==> src/rtl/datapath_p.sv <==
// datapath_p: parametrised LC-3 style datapath.
//
// This block holds PC, IR, MAR, MDR, an 8-entry register file, the ALU, the
// address adder, the NZP condition codes and BEN. It also contains a
// wait-state memory read sequencer with a timeout, and it detects bus
// contention. The control FSM outside this block drives every load enable,
// gate and mux select.
//
// Ports
//   Clk, Reset_ah          clock; synchronous active-high reset
//   LD_PC .. LD_BEN        register load enables
//   GatePC .. GateMARMUX   bus drivers, expected to be one-hot
//   PCMUX, ADDR2MUX,       source selects for PC, the address adder,
//   ADDR1MUX, DRMUX,       the destination register, the SR1 address,
//   SR1MUX, SR2MUX, ALUK   the second ALU operand and the ALU operation
//   MIO_EN                 1: MDR loads from memory, 0: MDR loads from BUS
//   MEM_RD_DATA/VALID      memory read return; VALID is a one-cycle pulse
//   IR, PC, MAR, MDR       architectural registers
//   BUS                    current bus value (combinational)
//   NZP, BEN               condition codes and branch enable
//   MDR_BUSY               a memory read is in flight
//   MEM_ERR, BUS_ERR       sticky read-timeout and bus-contention flags
//
// Read sequencer states
//   state  | meaning
//   S_IDLE | no read outstanding; LD_MDR with MIO_EN=1 starts a read
//   S_WAIT | waiting for MEM_RD_VALID; times out after MEM_TIMEOUT cycles

module datapath_p #(
  parameter int W           = 16,
  parameter int MEM_TIMEOUT = 15
) (
  input  logic         Clk,
  input  logic         Reset_ah,
  input  logic         LD_PC,
  input  logic         LD_IR,
  input  logic         LD_MAR,
  input  logic         LD_MDR,
  input  logic         LD_REG,
  input  logic         LD_CC,
  input  logic         LD_BEN,
  input  logic         GatePC,
  input  logic         GateMDR,
  input  logic         GateALU,
  input  logic         GateMARMUX,
  input  logic [1:0]   PCMUX,
  input  logic [1:0]   ADDR2MUX,
  input  logic         ADDR1MUX,
  input  logic         DRMUX,
  input  logic         SR1MUX,
  input  logic         SR2MUX,
  input  logic [1:0]   ALUK,
  input  logic         MIO_EN,
  input  logic [W-1:0] MEM_RD_DATA,
  input  logic         MEM_RD_VALID,
  output logic [W-1:0] IR,
  output logic [W-1:0] PC,
  output logic [W-1:0] MAR,
  output logic [W-1:0] MDR,
  output logic [W-1:0] BUS,
  output logic [2:0]   NZP,
  output logic         BEN,
  output logic         MDR_BUSY,
  output logic         MEM_ERR,
  output logic         BUS_ERR
);

  // One extra bit so MEM_TIMEOUT=1 still gets a non-zero width.
  localparam int CW = $clog2(MEM_TIMEOUT + 1);

  typedef enum logic {S_IDLE, S_WAIT} rd_state_t;

  logic [W-1:0] pc_q, ir_q, mar_q, mdr_q;
  logic [W-1:0] rf_q [8];
  logic [2:0]   nzp_q;
  logic         ben_q, mem_err_q, bus_err_q;

  rd_state_t    state_q, state_d;
  logic [CW-1:0] cnt_q, cnt_d;
  logic         rd_capture, rd_timeout;
  logic         mdr_busy, mdr_from_bus;

  logic [W-1:0] sext5, sext6, sext9, sext11;
  logic [2:0]   sr1_addr, dr_addr;
  logic [W-1:0] sr1_data, sr2_data, alu_b, alu_out;
  logic [W-1:0] addr1, addr2, adder, pc_inc, pc_d;
  logic [3:0]   gates;
  logic         bus_conflict;
  logic [2:0]   nzp_d;
  logic         ben_d;

  // Immediate fields, sign-extended to the datapath width.
  assign sext5  = {{(W-5){ir_q[4]}},   ir_q[4:0]};
  assign sext6  = {{(W-6){ir_q[5]}},   ir_q[5:0]};
  assign sext9  = {{(W-9){ir_q[8]}},   ir_q[8:0]};
  assign sext11 = {{(W-11){ir_q[10]}}, ir_q[10:0]};

  assign sr1_addr = SR1MUX ? ir_q[8:6] : ir_q[11:9];
  assign dr_addr  = DRMUX ? 3'd7 : ir_q[11:9];

  // Read ports see the registered array, so a same-cycle write is not
  // forwarded: the old value comes back.
  assign sr1_data = rf_q[sr1_addr];
  assign sr2_data = rf_q[ir_q[2:0]];
  assign alu_b    = SR2MUX ? sext5 : sr2_data;

  always_comb begin
    alu_out = '0;
    unique case (ALUK)
      2'b00: alu_out = sr1_data + alu_b;
      2'b01: alu_out = sr1_data & alu_b;
      2'b10: alu_out = ~sr1_data;
      2'b11: alu_out = sr1_data;
    endcase
  end

  assign addr1 = ADDR1MUX ? sr1_data : pc_q;

  always_comb begin
    addr2 = '0;
    unique case (ADDR2MUX)
      2'b00: addr2 = '0;
      2'b01: addr2 = sext6;
      2'b10: addr2 = sext9;
      2'b11: addr2 = sext11;
    endcase
  end

  assign adder  = addr1 + addr2;
  assign pc_inc = pc_q + {{(W-1){1'b0}}, 1'b1};

  // Bus mux. Anything other than exactly one gate drives zero; a clash of
  // two or more gates is also flagged so the sticky BUS_ERR can latch it.
  assign gates        = {GatePC, GateMDR, GateALU, GateMARMUX};
  assign bus_conflict = (gates & (gates - 4'd1)) != 4'd0;

  always_comb begin
    BUS = '0;
    case (gates)
      4'b1000: BUS = pc_q;
      4'b0100: BUS = mdr_q;
      4'b0010: BUS = alu_out;
      4'b0001: BUS = adder;
      default: BUS = '0;
    endcase
  end

  always_comb begin
    pc_d = pc_q;
    unique case (PCMUX)
      2'b00: pc_d = pc_inc;
      2'b01: pc_d = BUS;
      2'b10: pc_d = adder;
      2'b11: pc_d = pc_q;
    endcase
  end

  // N, Z, P are mutually exclusive; P only when the bus is neither
  // negative nor zero.
  always_comb begin
    nzp_d    = 3'b000;
    nzp_d[2] = BUS[W-1];
    nzp_d[1] = (BUS == '0);
    nzp_d[0] = !BUS[W-1] && (BUS != '0);
  end

  assign ben_d = (ir_q[11] & nzp_q[2]) | (ir_q[10] & nzp_q[1]) |
                 (ir_q[9] & nzp_q[0]);

  // Read sequencer: state register.
  always_ff @(posedge Clk) begin
    if (Reset_ah) begin
      state_q <= S_IDLE;
      cnt_q   <= '0;
    end else begin
      state_q <= state_d;
      cnt_q   <= cnt_d;
    end
  end

  // Read sequencer: next state. Valid is tested before the timeout so a
  // response on the last allowed cycle is still captured.
  always_comb begin
    state_d    = state_q;
    cnt_d      = cnt_q;
    rd_capture = 1'b0;
    rd_timeout = 1'b0;
    unique case (state_q)
      S_IDLE: begin
        if (LD_MDR && MIO_EN) begin
          state_d = S_WAIT;
          cnt_d   = '0;
        end
      end
      S_WAIT: begin
        if (MEM_RD_VALID) begin
          rd_capture = 1'b1;
          state_d    = S_IDLE;
        end else if (cnt_q == CW'(MEM_TIMEOUT - 1)) begin
          rd_timeout = 1'b1;
          state_d    = S_IDLE;
        end else begin
          cnt_d = cnt_q + CW'(1);
        end
      end
    endcase
  end

  // Read sequencer: outputs. LD_MDR is only honoured from IDLE.
  always_comb begin
    mdr_busy     = (state_q == S_WAIT);
    mdr_from_bus = (state_q == S_IDLE) && LD_MDR && !MIO_EN;
  end

  always_ff @(posedge Clk) begin
    if (Reset_ah) begin
      pc_q      <= '0;
      ir_q      <= '0;
      mar_q     <= '0;
      mdr_q     <= '0;
      nzp_q     <= 3'b010;
      ben_q     <= 1'b0;
      mem_err_q <= 1'b0;
      bus_err_q <= 1'b0;
      for (int i = 0; i < 8; i++) rf_q[i] <= '0;
    end else begin
      if (LD_PC)  pc_q  <= pc_d;
      if (LD_IR)  ir_q  <= BUS;
      if (LD_MAR) mar_q <= BUS;
      if (rd_capture)        mdr_q <= MEM_RD_DATA;
      else if (mdr_from_bus) mdr_q <= BUS;
      if (LD_REG) rf_q[dr_addr] <= BUS;
      if (LD_CC)  nzp_q <= nzp_d;
      if (LD_BEN) ben_q <= ben_d;
      if (rd_timeout)   mem_err_q <= 1'b1;
      if (bus_conflict) bus_err_q <= 1'b1;
    end
  end

  assign IR       = ir_q;
  assign PC       = pc_q;
  assign MAR      = mar_q;
  assign MDR      = mdr_q;
  assign NZP      = nzp_q;
  assign BEN      = ben_q;
  assign MDR_BUSY = mdr_busy;
  assign MEM_ERR  = mem_err_q;
  assign BUS_ERR  = bus_err_q;

endmodule

==> config.mk <==
export PLATFORM = sky130hd
export DESIGN_NAME = datapath_p
export DESIGN_NICKNAME = d
export VERILOG_FILES = /design/src/rtl/datapath_p.sv
export SDC_FILE = /design/constraint.sdc
export NUM_CORES = 1
export LEC_CHECK = 0
export CAP_MARGIN = 40
export CORE_UTILIZATION = 25
export CTS_BUF_LIST = sky130_fd_sc_hd__clkbuf_8
export DETAILED_ROUTE_END_ITERATION = 8
export SLEW_MARGIN = 20
export SYNTH_ARGS = -nofsm -noshare
export SYNTH_HDL_FRONTEND = slang
export SYNTH_SLANG_ARGS = --single-unit
==> constraint.sdc <==
create_clock -name Clk -period 18.5 [get_ports Clk]
set_input_delay 3.7 -clock Clk [delete_from_list [all_inputs] [get_ports Clk]]
set_output_delay 3.7 -clock Clk [all_outputs]
set_load 0.02 [all_outputs]
* Word level (Yosys, flattened, before mapping)
Memory sizes are Yosys's and may differ from the RTL's. A register that Yosys moved wholly into a read port is not among the register bits.
Cells that the tools add are included.
** Word-level totals
- Bits in writable memories :: 128
- Word-level logic and storage cells :: 92
- Flip-flop bits (word level) :: 75
- Output and inout port bits :: 87
- Bits of input ports :: 41
- Memories kept :: 1
** Operators by class
- Multiplexer cells :: 33
- Bitwise gates (word level) :: 10
- $add $sub $neg :: 5
- Reductions and logical operators :: 16
- Eq/ne operators :: 17
** Memories
- rf_q :: depth 8, width 16, read ports 2, clocked after Yosys merged registers in 1, wr ports 8, line 74 : logic [W-1:0] rf_q [8];
** Operators by type and width (number)
- case mux 16 bit (4 select lines) :: 3
- 2-to-1 mux 16 bit :: 5
- case mux 16 bit (3 select lines) :: 1
- adder 16 bit :: 2
- adder 16 x 1 -> 16 bit, second input constant :: 1
- bitwise AND 16 bit :: 1
- zero test 16 bit :: 1
- inverter 16 bit :: 1
- nonzero test 16 bit :: 1
- OR reduction 16 bit :: 1
- 2-to-1 mux 3 bit :: 5
- 2-to-1 mux 1 bit :: 14
- equality test 2 bit, second input constant :: 6
- 2-to-1 mux 4 bit :: 3
- equality test 4 bit, second input constant :: 2
- case mux 4 bit (2 select lines) :: 1
- equality test 2 x 1 -> 1 bit, second input constant :: 3
- zero test 2 bit :: 3
- inequality test 2 bit, second input constant :: 3
- adder 4 x 1 -> 4 bit, second input constant :: 1
- bitwise AND 4 bit :: 1
- equality test 4 x 1 -> 1 bit, second input constant :: 1
- equality test 4 x 2 -> 1 bit, second input constant :: 1
- equality test 4 x 3 -> 1 bit, second input constant :: 1
- 11 further kinds :: 19

* Logic depth before layout (Yosys ltp)
An unclocked memory read counts as a cell.
- Word-level depth :: 7
- Mapped depth :: 22
- Mapped depth without buffers :: 18

* Worst setup path after synthesis
OpenSTA, ideal clock, no wires.
- Kind :: in2out
- Start :: input port SR1MUX
- End :: output port BUS[8]
- Data required time :: 14.800 ns
- Slack :: 7.402 ns
- Arrival time :: 7.398 ns
- Stages on the path :: 19
- Buffers on the path :: 4
- Cells stage by stage :: mux2_4 > buf_6 > buf_6 > buf_2 > o21ai_0 > nand3_1 > a32oi_2 > a21oi_1 > ha_1 > fa_1 > a21o_1 > a22oi_1 > nor2b_1 > o21ai_0 > xor2_1 > a222oi_1 > o211a_1 > buf_1 > inv_1
** On the way
- Longest elaborated chain between the ends :: 5
- Elaborated cells between the ends (all ways) :: 9
- Those cells by class :: add/sub: 2; mux: 4; bitwise: 2; memory: 1
** Ends and longest elaborated chain
- start: declaration :: line 50 : input logic SR1MUX,
- 2-to-1 mux 3 bit * :: line 98 : assign sr1_addr = SR1MUX ? ir_q[8:6] : ir_q[11:9];
- memory read (8 x 16 bit) *
- adder 16 bit, or another cell as far along :: line 110 : 2'b00: alu_out = sr1_data + alu_b;
- case mux 16 bit (4 select lines) or adder 16 bit (tied branches) :: line 109, 129
- case mux 16 bit (4 select lines) * :: line 139 : case (gates)
- end: declaration :: line 60 : output logic [W-1:0] BUS,
Mark *: on every way between the ends. The rest lies on a longest branch, timed or not.

* Worst setup path after layout
- Start :: input port SR1MUX
- End :: output port BUS[15]
Same word-level chain as after synthesis.

==> reports/metrics.csv <==
metric,value,unit
"CTS clk-pin slew, worst paths",0.05,ns
post-synthesis area per instance,8.93,µm²
# setup viols final,0,
Post-Route Skew,0.0306,ns
critical path's largest stage delay,0.63,ns
Area after DPL,15700,µm²
row count,85,
yosys warns,0,
Post-DRT Antenna Nets,0,
Placed Cells,2282,
P&R area growth vs syn,21.5,%
grt ovf,0,
Clock Sinks,206,
crit path time final,13.04,ns
CTS Buf Count,38,
Post-Syn Area,13600,µm²
critical path class,input port to primary output,
vias in the first global route,12576,
Initial DRC Count,1244,
# IOs,128,
Initial Util,25.3,%
CTS resizes,0,
"Top FF cell, synth",edfxtp_1,
VDD IR max,0.0446,mV
"EDFF count, synth",128,
Post-CTS Setup Bufs,0,
"Hold Vio Cnt, Final",0,
max-cap violation count,0,
fin. max-slew vios,0,
share of cells above drive strength 1,11.6,%
H-tree depth,2,
CTS tree,yes,
Pwr per Cell Area,79.6,nW/µm²
GP Congestion,0.953,
Hold Crit Class,flop to flop,
Tightest Pin Transition,0.799,ns
Initial DRT Pass Iterations,5,
CP arrival,9.34,ns
first-pass GRT wire length,81100,µm
cts hold-fix bufs,0,
Crit path buffers/inverters,6,
Vias/cell,5.49,
# diodes,0,
Routed WL per cell,23.2,µm
Final HPWL DP,38400,µm
"Cell Chain, Critical Path",clkdlybuf4s50_1 > buf_4 > nor2b_1 > a21oi_2 > o21ai_0 > o22ai_1 > inv_1 > mux2_2 > ha_1 > nand3_1 > a211oi_1 > nor2_1 > a21oi_1 > a211oi_1 > xnor2_1 > a221oi_2 > buf_4 > inv_2 > clkdlybuf4s50_1,
normalized max-slew margin,46.3,%
Static Leakage,5.95,nW
die height,236,µm
CP endpoint kind,primary output,
Seq cells post-synth,206,
Synth Instances,1526,
most frequent cells in the layout,"nor2_1 (296), edfxtp_1 (128), clkdlybuf4s50_1 (126)",
syn nets,1606,
Yosys cell types,85,
total power,0.00132,W
Async SR Flop Fraction,0,%
port bufs,127,
register area share after synthesis,39.7,%
pin count of the biggest net entering global routing,73,
Final Net Count,1708,
die area,55500,µm²
RSZ-0062 raised after global routing,false,
fin cells,2353,
setup TNS,0,ns
timing-limited maximum frequency,76.7,MHz
Clock Latency Late Sink,0.57,ns
Critical Path RT,14.80,ns
Post-Route WL,54500,µm
clock tree buffer depth,3,
"delay-heaviest family, CP",compound AO/OA/AOI/OAI gates,
DRC errors left,0,
design area,16600,µm²
initial antenna violation count,1,
die width,236,µm
Crit-path slowest cell,a21oi_2,
final hold slack,0.486,ns
"most common cell after layout, fill and taps aside",nor2_1,
DR vias,12925,
"Max FO, Critical Path",41,
Root Driver,clkbuf_8,
Setup crit start kind,input port,
period utilization,70.5,%
status,"finished, final reports clean",
Core Region,53800,µm²
GRT Util Overall,19.3,%
metal layers:
layer | vias up | global-route usage (%) | part of all wire (%)
li1 | 5817 | - | -
met4 | 0 | 8.26 | 3.8
met2 | 661 | 30.5 | 45
met3 | 118 | 3.10 | 7.6
met5 | - | 0 | 0
met1 | 6329 | 25.9 | 43
cells in the mapped netlist (5+ instances only):
cell type | count | area [µm²]
inv_1 | 46 | 173
o22ai_1 | 22 | 138
o21ai_1 | 7 | 35.0
nand4_1 | 5 | 31.3
xor2_1 | 11 | 96.3
and2_1 | 6 | 37.5
a22o_1 | 6 | 52.6
or3_1 | 8 | 50.1
nor2_1 | 296 | 1110
o22a_1 | 7 | 61.3
a22oi_1 | 24 | 180
o21ai_0 | 88 | 440
nor4_1 | 9 | 56.3
buf_2 | 17 | 85.1
nand3_1 | 22 | 110
nor3_1 | 18 | 90.1
mux2_2 | 8 | 90.1
o211ai_1 | 18 | 135
buf_1 | 10 | 37.5
and3_1 | 12 | 75.1
o31ai_1 | 7 | 52.6
a21o_1 | 15 | 113
a211o_1 | 5 | 43.8
nor3b_1 | 7 | 52.6
xnor2_1 | 15 | 131
nand2_1 | 96 | 360
a21oi_1 | 85 | 425
a211oi_2 | 6 | 75.1
buf_6 | 8 | 90.1
mux4_2 | 32 | 721
mux2i_1 | 33 | 330
clkbuf_1 | 85 | 319
dfxtp_1 | 78 | 1560
nor2b_1 | 42 | 263
a211oi_1 | 63 | 473
nand2b_1 | 31 | 194
o21a_1 | 9 | 67.6
a221oi_1 | 17 | 149
a31oi_1 | 11 | 68.8
nor4b_1 | 6 | 52.6
edfxtp_1 | 128 | 3840
ha_1 | 37 | 463
final timing paths:
check / start / end / slack (ns) / cells past startpoint
min reg2reg: BUS_ERR / BUS_ERR / 0.49 / 2
max: SR1MUX / BUS[15] / 5.46 / 19
min: BUS_ERR / BUS_ERR / 0.49 / 2
max reg2reg: IR[9] / NZP[1] / 12.28 / 19
sequential cells by signal, indices dropped and copies added (netlist names), named ones only:
name and count:
MAR 16, BEN 1, PC 16, MDR 16, MDR_BUSY 1, MEM_ERR 1, rf_q 128, IR 16
cnt_q 4, BUS_ERR 1, NZP 3
worst min-delay path, delay by kind of cell, from the launching register on:
kind	cells	cell delay, ns
DFF	1	0.33
and+or+nand+nor	2	0.12
through the flow:
stage,utilization (%),setup WS [ns]
2_1_floorplan,-,7.40
3_3_place_gp,29.0,5.66
3_5_place_dp,29.3,5.52
4_1_cts,30.8,5.49
5_1_grt,30.8,5.12
6_report,30.8,5.46
cells by family after synthesis:
family	Yosys count	synth area share, %
compound gates	434	21.8
xor+xnor	26	1.67
fa+ha+maj	40	3.76
buf+inv	170	5.31
flops	206	39.7
mux	76	8.66
simple gates	574	19.2
power by group:
group	internal (W)	total (W)	switching [W]
Sequential	0.000507	0.000527	0.0000195
Clock	0.000270	0.000481	0.000211
Combinational	0.000120	0.000311	0.000191
Total	0.000896	0.00132	0.000421
area by class of cell:
type | count | area (µm²)
fill | 5631 | 37300
multi-input combinational | 1150 | 7540
sequential | 206 | 5410
timing repair buffer | 183 | 1760
tap | 696 | 871
clock buffer | 43 | 592
clock inverter | 26 | 216
inverter | 49 | 184
Power figures use the tool's default switching activity.
